**src/rtl/mem_rq_arbiter_2to1.sv**
```systemverilog
// Purpose: round-robin share of one memory request/response port between two clients; an in-order owner FIFO routes responses back.
// Latency: a request accepted at edge N is on mem_rq in cycle N+1; responses pass through combinationally.
// Backpressure: requests are taken only with a free request slot and a credit (< OUTSTANDING in flight); mem_rs_ready follows the owning client.
module mem_rq_arbiter_2to1 #(
  parameter int ADDR_W      = 32,
  parameter int DATA_W      = 32,
  parameter int OUTSTANDING = 4,
  localparam int RQ_W       = ADDR_W + 1 + DATA_W
) (
  input  logic              CLK,
  input  logic              RST_N,
  input  logic              c0_rq_valid,
  input  logic [RQ_W-1:0]   c0_rq,
  output logic              c0_rq_ready,
  output logic              c0_rs_valid,
  output logic [DATA_W-1:0] c0_rs,
  input  logic              c0_rs_ready,
  input  logic              c1_rq_valid,
  input  logic [RQ_W-1:0]   c1_rq,
  output logic              c1_rq_ready,
  output logic              c1_rs_valid,
  output logic [DATA_W-1:0] c1_rs,
  input  logic              c1_rs_ready,
  output logic              mem_rq_valid,
  output logic [RQ_W-1:0]   mem_rq,
  input  logic              mem_rq_ready,
  input  logic              mem_rs_valid,
  input  logic [DATA_W-1:0] mem_rs,
  output logic              mem_rs_ready,
  output logic              err_unexp_rs
);

  localparam int PTR_W = (OUTSTANDING > 1) ? $clog2(OUTSTANDING) : 1;
  localparam int CNT_W = $clog2(OUTSTANDING) + 1;
  localparam logic [CNT_W-1:0] MAX_CNT = CNT_W'(OUTSTANDING);

  // Pointers wrap modulo OUTSTANDING so non-power-of-two depths work too.
  function automatic logic [PTR_W-1:0] ptr_inc(input logic [PTR_W-1:0] p);
    return (p == PTR_W'(OUTSTANDING - 1)) ? '0 : p + PTR_W'(1);
  endfunction

  logic [RQ_W-1:0]  rq_buf;
  logic             buf_valid;
  logic             prio;          // client that wins when both request
  logic             owner_q [OUTSTANDING];
  logic [PTR_W-1:0] wr_ptr;
  logic [PTR_W-1:0] rd_ptr;
  logic [CNT_W-1:0] cnt;           // in-flight count, includes the buffered request
  logic             err_q;

  logic can_take;
  logic any_valid;
  logic grant;
  logic accept;
  logic fifo_empty;
  logic head;
  logic rs_fire;
  logic pop;

  // Grant decision: a lone requester always wins, a tie goes to prio.
  always_comb begin
    can_take  = (!buf_valid || mem_rq_ready) && (cnt < MAX_CNT);
    any_valid = c0_rq_valid || c1_rq_valid;
    grant     = (c0_rq_valid && c1_rq_valid) ? prio : c1_rq_valid;
    accept    = can_take && any_valid;
  end

  assign c0_rq_ready  = accept && !grant;
  assign c1_rq_ready  = accept && grant;
  assign mem_rq_valid = buf_valid;
  assign mem_rq       = rq_buf;

  // Response routing uses the owner of the oldest in-flight request.
  assign fifo_empty   = (cnt == '0);
  assign head         = owner_q[rd_ptr];
  assign c0_rs_valid  = mem_rs_valid && !fifo_empty && !head;
  assign c1_rs_valid  = mem_rs_valid && !fifo_empty && head;
  assign c0_rs        = mem_rs;
  assign c1_rs        = mem_rs;
  // With nothing in flight, stray responses are swallowed rather than stalling memory.
  assign mem_rs_ready = fifo_empty ? 1'b1 : (head ? c1_rs_ready : c0_rs_ready);
  assign rs_fire      = mem_rs_valid && mem_rs_ready;
  assign pop          = rs_fire && !fifo_empty;
  assign err_unexp_rs = err_q;

  // Request stage: load on accept, empty when memory takes it; flip priority after every grant.
  always_ff @(posedge CLK) begin
    if (!RST_N) begin
      buf_valid <= 1'b0;
      rq_buf    <= '0;
      prio      <= 1'b0;
    end else begin
      if (accept) begin
        rq_buf    <= grant ? c1_rq : c0_rq;
        buf_valid <= 1'b1;
        prio      <= !grant;
      end else if (mem_rq_ready) begin
        buf_valid <= 1'b0;
      end
    end
  end

  // Owner FIFO: push the winner on accept, pop on a routed response handshake.
  always_ff @(posedge CLK) begin
    if (!RST_N) begin
      wr_ptr <= '0;
      rd_ptr <= '0;
      cnt    <= '0;
      for (int i = 0; i < OUTSTANDING; i++) begin
        owner_q[i] <= 1'b0;
      end
    end else begin
      if (accept) begin
        owner_q[wr_ptr] <= grant;
        wr_ptr          <= ptr_inc(wr_ptr);
      end
      if (pop) begin
        rd_ptr <= ptr_inc(rd_ptr);
      end
      if (accept && !pop) begin
        cnt <= cnt + CNT_W'(1);
      end else if (pop && !accept) begin
        cnt <= cnt - CNT_W'(1);
      end
    end
  end

  // Sticky flag for a response that arrives with nothing in flight.
  always_ff @(posedge CLK) begin
    if (!RST_N) begin
      err_q <= 1'b0;
    end else if (rs_fire && fifo_empty) begin
      err_q <= 1'b1;
    end
  end

endmodule

```
**config.mk**
```make
export PLATFORM = sky130hd
export DESIGN_NAME = mem_rq_arbiter_2to1
export DESIGN_NICKNAME = d
export VERILOG_FILES = /design/src/rtl/mem_rq_arbiter_2to1.sv
export SDC_FILE = /design/constraint.sdc
export NUM_CORES = 1
export LEC_CHECK = 0
export ABC_AREA = 1
export CAP_MARGIN = 25
export CELL_PAD_IN_SITES_DETAIL_PLACEMENT = 1
export CELL_PAD_IN_SITES_GLOBAL_PLACEMENT = 1
export CORE_MARGIN = 2
export CORE_UTILIZATION = 23
export CTS_BUF_LIST = sky130_fd_sc_hd__clkbuf_4 sky130_fd_sc_hd__clkbuf_8 sky130_fd_sc_hd__clkbuf_16
export DETAILED_ROUTE_END_ITERATION = 16
export HOLD_SLACK_MARGIN = 0.15
export PLACE_DENSITY = 0.95
export SLEW_MARGIN = 10
export SYNTH_ARGS = -nofsm -noshare
export SYNTH_HDL_FRONTEND = slang
export SYNTH_SLANG_ARGS = --single-unit
```
**constraint.sdc**
```tcl
create_clock -name CLK -period 3.29 [get_ports CLK]
set_input_delay 0.329 -clock CLK [delete_from_list [all_inputs] [get_ports CLK]]
set_output_delay 0.329 -clock CLK [all_outputs]
set_load 0.01 [all_outputs]
```
==> impl_results.rst, run 1 <==
.. list-table::
   :header-rows: 1

   * - Metric
     - Value
   * - Number of global-route vias before repair
     - 4153
   * - First-pass DRT Iterations
     - 4
   * - Worst Slack Setup Final
     - 1.04 ns
   * - Tot GR Track Use
     - 0.151
   * - Total via count after detailed routing
     - 3884
   * - Data arrival at the endpoint of the critical path
     - 2.48 ns
   * - Share of synthesized flip-flops with an asynchronous set or reset
     - 0
   * - Worst-Skew Late Latency
     - 0.34 ns
   * - Core area
     - 0.0164 sq mm
   * - Post-detailed-placement half-perimeter wirelength
     - 9830 um
   * - First-pass GRT wire length
     - 21200 um
   * - Worst setup slack before clock tree synthesis
     - 0.829 ns
   * - Final weighted congestion in routability-driven placement
     - 0.761
   * - Depth of the worst register-to-register path
     - 14
   * - Post-synth net total
     - 693
   * - Placed cells
     - 861
   * - Final antenna diode count
     - 0
   * - Setup fix buffers added after clock tree synthesis
     - 0
   * - Met1 routed wirelength after detailed routing
     - 5390 um
   * - Post-detailed-route DRC marker count
     - 0
   * - Clock root cell
     - sky130_fd_sc_hd__clkbuf_16
   * - Layout overhead on the synthesized area
     - 55.0%
   * - Layout cell share with drive strength beyond 1
     - 0.0426
   * - Power per cell area
     - 647 mW/mm^2
   * - Die outline height
     - 133 um
   * - Highest-count cells in the layout ignoring fill and taps
     - sky130_fd_sc_hd__nand2_1 (210), sky130_fd_sc_hd__clkdlybuf4s50_1 (209), sky130_fd_sc_hd__dfxtp_1 (80), sky130_fd_sc_hd__a31oi_1 (63), sky130_fd_sc_hd__inv_1 (17)
   * - Mean cell area of the mapped netlist
     - 7.38 sq um
   * - Number of stages on the worst hold path
     - 2
   * - Cts bufs inserted
     - 9
   * - Post-detailed-placement cell area
     - 0.00561 sq mm
   * - Clk sinks
     - 81
   * - Layout Nets
     - 826
   * - H-tree levels
     - 3
   * - Status
     - complete, no violations
   * - Synthesized flop and latch total
     - 81
   * - Leading cell types by total area after synthesis
     - sky130_fd_sc_hd__dfxtp_1 (42%), sky130_fd_sc_hd__nand2_1 (21%), sky130_fd_sc_hd__buf_4 (14%)
   * - Fin. max-slew vios
     - 0
   * - Highest ir drop seen on vdd
     - 235 uV
   * - Hold Path End
     - mem_rq[41]
   * - Sum of negative setup slack
     - 0 ns
   * - Average wire per cell in the routed design
     - 15.2 um
   * - Number of unique standard cell types used by synthesis
     - 21
   * - Worst min-delay path category
     - reg2reg
   * - Hold WS
     - 0.488 ns
   * - Reg2reg end
     - cnt[2]
   * - Leading cell type in the layout, fill and taps excluded
     - sky130_fd_sc_hd__nand2_1
   * - Initial drt markers
     - 129
   * - Hold Vio Cnt, Final
     - 0
   * - Count of instances resized after the clock tree is built
     - 0
   * - TritonCTS clock tree
     - yes
   * - Class of the most critical setup path
     - reg2reg
   * - Leakage Power
     - 2.16 nW
   * - Setup repair after global routing missed its margin
     - no
   * - Period Utilization, post-route
     - 0.685
   * - Antenna-violating nets left
     - 0
   * - # Max-Cap Violations
     - 0
   * - Met2 Routed Length
     - 6650 um
   * - Number of hold buffers added after CTS
     - 0
   * - Port Buffer Count
     - 209
   * - Number of buffers on the longest clock path
     - 2
   * - Number of cells in the finished layout apart from fillers
     - 877
   * - Post-layout instance area
     - 0.00594 sq mm
   * - Mapped Area
     - 0.00383 sq mm
   * - # setup viols final
     - 0
   * - I/O pin total
     - 306
   * - Vias per cell
     - 4.43
   * - Ys flop type
     - sky130_fd_sc_hd__dfxtp_1
   * - Sort of element at the start of the critical path
     - register
   * - Count of flip-flops with a built-in enable after synthesis
     - 1
   * - Setup Skew
     - 0.00694 ns
   * - Uppermost layer routed
     - met4
   * - Maximum number of pins on one net before global-route repair
     - 66
   * - Transition at the pin with the smallest max-transition slack
     - 0.758 ns
   * - Cell type contributing the most total cell area after synthesis
     - sky130_fd_sc_hd__dfxtp_1
   * - Antenna violations before repair
     - 0
   * - Clock-pin slew on the worst setup and hold paths
     - 0.06 ns
   * - Yosys warning count
     - 0
   * - Total overflow reported by the global router
     - 0
   * - Row count
     - 47
   * - Reg-to-reg slack, setup
     - 1.04 ns
   * - Horizontal die dimension
     - 133 um
   * - Area fraction of the dominant cell type after synthesis
     - 0.418
   * - Overall die area
     - 0.0177 sq mm
   * - Slew Limit Headroom
     - 0.495
   * - Max FO, Critical Path
     - 6
   * - Seq/Total Area, Yosys
     - 0.426
   * - Met3 WL
     - 946 um
   * - Gate count after technology mapping
     - 519
   * - Sort of element at the end of the critical path
     - register
   * - Upper clock frequency limit
     - 0.444 GHz
   * - Worst Path Required
     - 3.51 ns
   * - Initial Util
     - 0.234
   * - Hold path startpoint
     - mem_rq[41]
   * - Total detailed-routing wirelength
     - 13300 um
   * - Min Clock Period, post-route
     - 2.25 ns
critical path, stage by stage (launching register included):
cell                      delay (ns)
sky130_fd_sc_hd__dfxtp_1        0.33
sky130_fd_sc_hd__inv_1          0.07
sky130_fd_sc_hd__nand2_1        0.06
sky130_fd_sc_hd__nand3_1        0.13
sky130_fd_sc_hd__nand2_1        0.10
sky130_fd_sc_hd__nand2_1        0.07
sky130_fd_sc_hd__nand3_1        0.18
sky130_fd_sc_hd__nand2_1        0.15
sky130_fd_sc_hd__ha_1           0.15
sky130_fd_sc_hd__inv_1          0.06
sky130_fd_sc_hd__fa_1           0.38
sky130_fd_sc_hd__a21oi_1        0.15
sky130_fd_sc_hd__o21ai_0        0.11
sky130_fd_sc_hd__o21ai_0        0.16
sky130_fd_sc_hd__a21oi_1        0.05
stage by stage:
step	power (mW)	utilization
after floorplan	2.12	-
after global placement	2.72	0.342
after detailed placement	2.77	0.342
after CTS	3.91	0.362
after global routing	4.10	0.362
final	3.84	0.362
layout make-up:
class	count	area, sq um
Multi-Input combinational cell	327	1500
Sequential cell	81	1630
Tap cell	220	275
Clock inverter	6	90.1
Fill cell	1953	10500
Inverter	18	67.6
Timing Repair Buffer	215	2140
Clock buffer	10	239
metal layers:
metal | GRT usage | vias up
met3 | 0.0479 | 28
met5 | 0 | -
met4 | 0.0609 | 0
met2 | 0.268 | 151
li1 | - | 1892
met1 | 0.168 | 1813
synthesized netlist by cell type (all sizes together) (2+ instances only):
cell / instances
nand2: 211
nand3: 12
clkbuf: 13
a22oi: 2
dfxtp: 80
ha: 3
buf: 80
o21ai: 9
nor2: 13
a21oi: 11
inv: 18
a31oi: 63
how the worst max path moves through the flow:
| stage | end | slack, ns | cells after the start |
|---|---|---|---|
| 4_1_cts | cnt[2] | 1.04 | 14 |
| 2_1_floorplan | cnt[2] | 1.29 | 14 |
| 3_5_place_dp | cnt[2] | 0.83 | 12 |
| 5_1_grt | cnt[2] | 0.72 | 14 |
| 6_report | cnt[2] | 1.04 | 14 |
| 3_3_place_gp | cnt[2] | 0.92 | 12 |
power breakdown:
part           internal, mW  switching, mW  leakage [nW]  total, mW
Sequential             1.21          0.130         0.669       1.34
Combinational         0.672          0.717          1.33       1.39
Clock                 0.689          0.427         0.159       1.12
Total                  2.57           1.27          2.16       3.84
sequential cells by signal, indices dropped and copies added (netlist names), named ones only:
name          flops
owner_q           4
cnt               3
wr_ptr            2
rd_ptr            2
err_unexp_rs      1
mem_rq_valid      1
prio              1
mem_rq           65
cells by family (layout without fill, tap and decap cells):
group           Yosys count  after routing  synth area share
buf+inv                 111            249             0.185
fa+ha+maj                 4              4            0.0150
compound gates           86             86             0.135
simple gates            237            237             0.239
flops                    81             81             0.426
Power figures use the tool's default switching activity.
==> run 2, diff against run 1 <==
--- a/config.mk
+++ b/config.mk
@@ -10,11 +10,11 @@
 export CELL_PAD_IN_SITES_DETAIL_PLACEMENT = 1
 export CELL_PAD_IN_SITES_GLOBAL_PLACEMENT = 1
 export CORE_MARGIN = 2
-export CORE_UTILIZATION = 23
+export CORE_UTILIZATION = 21
 export CTS_BUF_LIST = sky130_fd_sc_hd__clkbuf_4 sky130_fd_sc_hd__clkbuf_8 sky130_fd_sc_hd__clkbuf_16
 export DETAILED_ROUTE_END_ITERATION = 16
 export HOLD_SLACK_MARGIN = 0.15
-export PLACE_DENSITY = 0.95
+export PLACE_DENSITY = 0.9
 export SLEW_MARGIN = 10
 export SYNTH_ARGS = -nofsm -noshare
 export SYNTH_HDL_FRONTEND = slang
==> constraint.sdc (replaced) <==
create_clock -name CLK -period 2.3 [get_ports CLK]
set_input_delay 0.23 -clock CLK [delete_from_list [all_inputs] [get_ports CLK]]
set_output_delay 0.23 -clock CLK [all_outputs]
set_load 0.01 [all_outputs]
==> run 2 against run 1 <==
Utilization shrank 2.8 points. Clock skew shrank 0.00078 ns. Clock-buffer cell count grew 1. Via count shrank 0.10%. Critical path type unchanged. Critical endpoint unchanged. Largest power group unchanged. Highest routed layer unchanged.
==> impl_results.rst, run 2 (synthesis results as in run 1) <==
.. list-table::
   :header-rows: 1

   * - Metric
     - Value
   * - Status
     - complete, no violations (unchanged)
   * - Sequential Power Share
     - 0.351 (was 0.348)
   * - Hold Vio Cnt, Final
     - 0 (unchanged)
   * - First-pass GRT wire length
     - 21000 um (was 21200 um)
   * - Highest-count cells in the layout ignoring fill and taps
     - sky130_fd_sc_hd__nand2_1 (210), sky130_fd_sc_hd__clkdlybuf4s50_1 (209), sky130_fd_sc_hd__dfxtp_1 (80), sky130_fd_sc_hd__a31oi_1 (63), sky130_fd_sc_hd__inv_1 (17) (unchanged)
   * - Worst Slack Setup Final
     - 0.203 ns (was 1.04 ns)
   * - TritonCTS clock tree
     - yes (unchanged)
   * - Setup Skew
     - 0.00615 ns (was 0.00694 ns)
   * - Total via count after detailed routing
     - 3880 (was 3884)
   * - Overall die area
     - 0.0193 sq mm (was 0.0177 sq mm)
   * - Reg2reg end
     - cnt[2] (unchanged)
   * - Leading cell type in the layout, fill and taps excluded
     - sky130_fd_sc_hd__nand2_1 (unchanged)
   * - Antenna violations before repair
     - 0 (unchanged)
   * - Average wire per cell in the routed design
     - 15.1 um (was 15.2 um)
   * - Number of hold buffers added after CTS
     - 0 (unchanged)
   * - Layout cell share with drive strength beyond 1
     - 0.0499 (was 0.0426)
   * - Uppermost layer routed
     - met4 (unchanged)
   * - Sort of element at the end of the critical path
     - register (unchanged)
   * - Setup repair after global routing missed its margin
     - no (unchanged)
   * - Maximum number of pins on one net before global-route repair
     - 70 (was 66)
   * - Period Utilization, post-route
     - 0.912 (was 0.685)
   * - Final weighted congestion in routability-driven placement
     - 0.748 (was 0.761)
   * - Vias per cell
     - 4.36 (was 4.43)
   * - Clock share of power
     - 0.269 (was 0.290)
   * - Antenna-violating nets left
     - 0 (unchanged)
   * - Internal power consumption
     - 3.62 mW (was 2.57 mW)
   * - Library cell contributing the largest single delay on the critical path
     - sky130_fd_sc_hd__fa_1 (unchanged)
   * - # Max-Cap Violations
     - 0 (unchanged)
   * - Cts bufs inserted
     - 9 (unchanged)
   * - Sum of buffers and inverters on the critical path
     - 2 (unchanged)
   * - Upper clock frequency limit
     - 0.477 GHz (was 0.444 GHz)
   * - Crit-path most repeated cell
     - sky130_fd_sc_hd__nand2_1 (unchanged)
   * - Clk sinks
     - 81 (unchanged)
   * - Final core utilization
     - 0.334 (was 0.362)
   * - Fin. max-slew vios
     - 0 (unchanged)
   * - Highest cell delay on the worst timing path
     - 0.39 ns (was 0.38 ns)
   * - Highest ir drop seen on vdd
     - 405 uV (was 235 uV)
   * - Clock-pin slew on the worst setup and hold paths
     - 0.06 ns (about the same)
   * - # setup viols final
     - 0 (unchanged)
   * - Worst-Skew Late Latency
     - 0.34 ns (about the same)
   * - Depth of the worst register-to-register path
     - 12 (was 14)
   * - Core area
     - 0.0180 sq mm (was 0.0164 sq mm)
   * - Worst Path Required
     - 2.52 ns (was 3.51 ns)
   * - Reg-to-reg slack, setup
     - 0.20 ns (was 1.04 ns)
   * - Met3 WL
     - 997 um (was 946 um)
   * - Clock root cell
     - sky130_fd_sc_hd__clkbuf_16 (unchanged)
   * - Die outline height
     - 139 um (was 133 um)
   * - Max FO, Critical Path
     - 5 (was 6)
   * - Tot GR Track Use
     - 0.139 (was 0.151)
   * - NetSw
     - 1.83 mW (was 1.27 mW)
   * - Initial drt markers
     - 92 (was 129)
   * - Total detailed-routing wirelength
     - 13500 um (was 13300 um)
   * - Number of buffers on the longest clock path
     - 2 (unchanged)
   * - H-tree levels
     - 3 (unchanged)
   * - Initial Util
     - 0.213 (was 0.234)
   * - Hold path startpoint
     - c1_rq[40] (was mem_rq[41])
   * - Sequence of cells on the critical path
     - nor2_1, nand2_1, nand2_1, inv_1, nand2_1, ha_1, inv_1, fa_1, a21oi_1, o21ai_1, o21ai_0, a21oi_1 (was inv_1, nand2_1, nand3_1, nand2_1, nand2_1, nand3_1, nand2_1, ha_1, inv_1, fa_1, a21oi_1, o21ai_0, o21ai_0, a21oi_1)
   * - Final antenna diode count
     - 0 (unchanged)
   * - Number of cells on the critical path
     - 12 (was 14)
   * - Sum of negative setup slack
     - 0 ns (unchanged)
   * - Layout Nets
     - 830 (was 826)
   * - I/O pin total
     - 306 (unchanged)
   * - Layout overhead on the synthesized area
     - 56.5% (was 55.0%)
   * - Hold WS
     - 0.458 ns (was 0.488 ns)
   * - Power per cell area
     - 908 mW/mm^2 (was 647 mW/mm^2)
   * - Setup fix buffers added after clock tree synthesis
     - 0 (unchanged)
   * - Worst min-delay path category
     - in2reg (was reg2reg)
   * - Cell family contributing the most delay on the critical path
     - adder cells (was simple AND/OR/NAND/NOR gates)
   * - Count of instances resized after the clock tree is built
     - 0 (unchanged)
   * - Met1 routed wirelength after detailed routing
     - 5450 um (was 5390 um)
   * - Slew Limit Headroom
     - 0.628 (was 0.495)
   * - Met2 Routed Length
     - 6640 um (was 6650 um)
   * - First-pass DRT Iterations
     - 4 (unchanged)
   * - Post-detailed-route DRC marker count
     - 0 (unchanged)
   * - Min Clock Period, post-route
     - 2.10 ns (was 2.25 ns)
   * - Transition at the pin with the smallest max-transition slack
     - 0.557 ns (was 0.758 ns)
   * - Port Buffer Count
     - 209 (unchanged)
   * - Sort of element at the start of the critical path
     - register (unchanged)
   * - End of the critical path
     - cnt[2] (unchanged)
   * - Worst setup slack before clock tree synthesis
     - 0.0132 ns (was 0.829 ns)
   * - Critical path startpoint
     - cnt[2]
   * - Data arrival at the endpoint of the critical path
     - 2.32 ns (was 2.48 ns)
   * - Class of the most critical setup path
     - reg2reg (unchanged)
   * - Combinational share of power
     - 0.380 (was 0.362)
   * - Row count
     - 49 (was 47)
   * - Worst reg2reg startpoint
     - cnt[2]
   * - Leakage Power
     - 2.18 nW (was 2.16 nW)
   * - Sw Share
     - 0.336 (was 0.332)
   * - Post-detailed-placement half-perimeter wirelength
     - 9870 um (was 9830 um)
   * - Horizontal die dimension
     - 139 um (was 133 um)
   * - Number of global-route vias before repair
     - 4031 (was 4153)
   * - Total overflow reported by the global router
     - 0 (unchanged)
   * - Number of flip-flops under the largest register name
     - 65 (unchanged)
==> run 2: cell count changes in the layout (fill, tap and decap cells not counted), sizes merged <==
cell | previous run | this run
buf | 6 | 10
clkbuf | 10 | 11
inv | 19 | 18
bufinv | 2 | 1
clkinvlp | 1 | 2
==> run 2: through the flow <==
stage	std cells	cell area [sq um]	power, mW
final	890	6000	5.45
after detailed placement	874	5690	4.04
after floorplan	519	3830	3.03
after global placement	874	5690	3.96
after global routing	890	6000	5.82
after CTS	890	5990	5.56
==> run 2: area by class of cell <==
type | count | area (sq um)
clock buffer | 11 | 246
clock inverter | 5 | 55.1
fill | 2116 | 12000
inverter | 18 | 67.6
multi-input combinational | 327 | 1510
sequential | 81 | 1630
tap | 229 | 287
timing repair buffer | 219 | 2200
==> run 2: power groups by stage <==
stage               Combinational (mW)  Sequential (mW)  Clock [mW]
global route                      2.28             1.95        1.59
finish                            2.07             1.91        1.47
global placement                  2.03             1.93           0
CTS                               2.10             1.92        1.54
detailed placement                2.10             1.94           0
floorplan                        0.998             2.03           0
==> run 2: worst min-delay path by stage <==
stage	to	slack (ns)	cells after the start
after floorplan	mem_rq[10]	0.38	2
after global placement	err_unexp_rs	0.44	2
after detailed placement	c0_rs[0]	0.46	0
after CTS	mem_rq[40]	0.44	3
after global routing	mem_rq[35]	0.46	3
final	mem_rq[40]	0.46	3
==> run 2: tightest hold or removal path: stages <==
cell	delay (ns)
sky130_fd_sc_hd__clkdlybuf4s50_1	0.39
sky130_fd_sc_hd__nand2_1	0.06
sky130_fd_sc_hd__a31oi_1	0.06
==> run 2: metal layers <==
| metal | global-route usage | vias up |
|---|---|---|
| li1 | - | 1899 |
| met1 | 0.157 | 1802 |
| met2 | 0.237 | 151 |
| met3 | 0.0421 | 28 |
| met4 | 0.0691 | 0 |
| met5 | 0 | - |
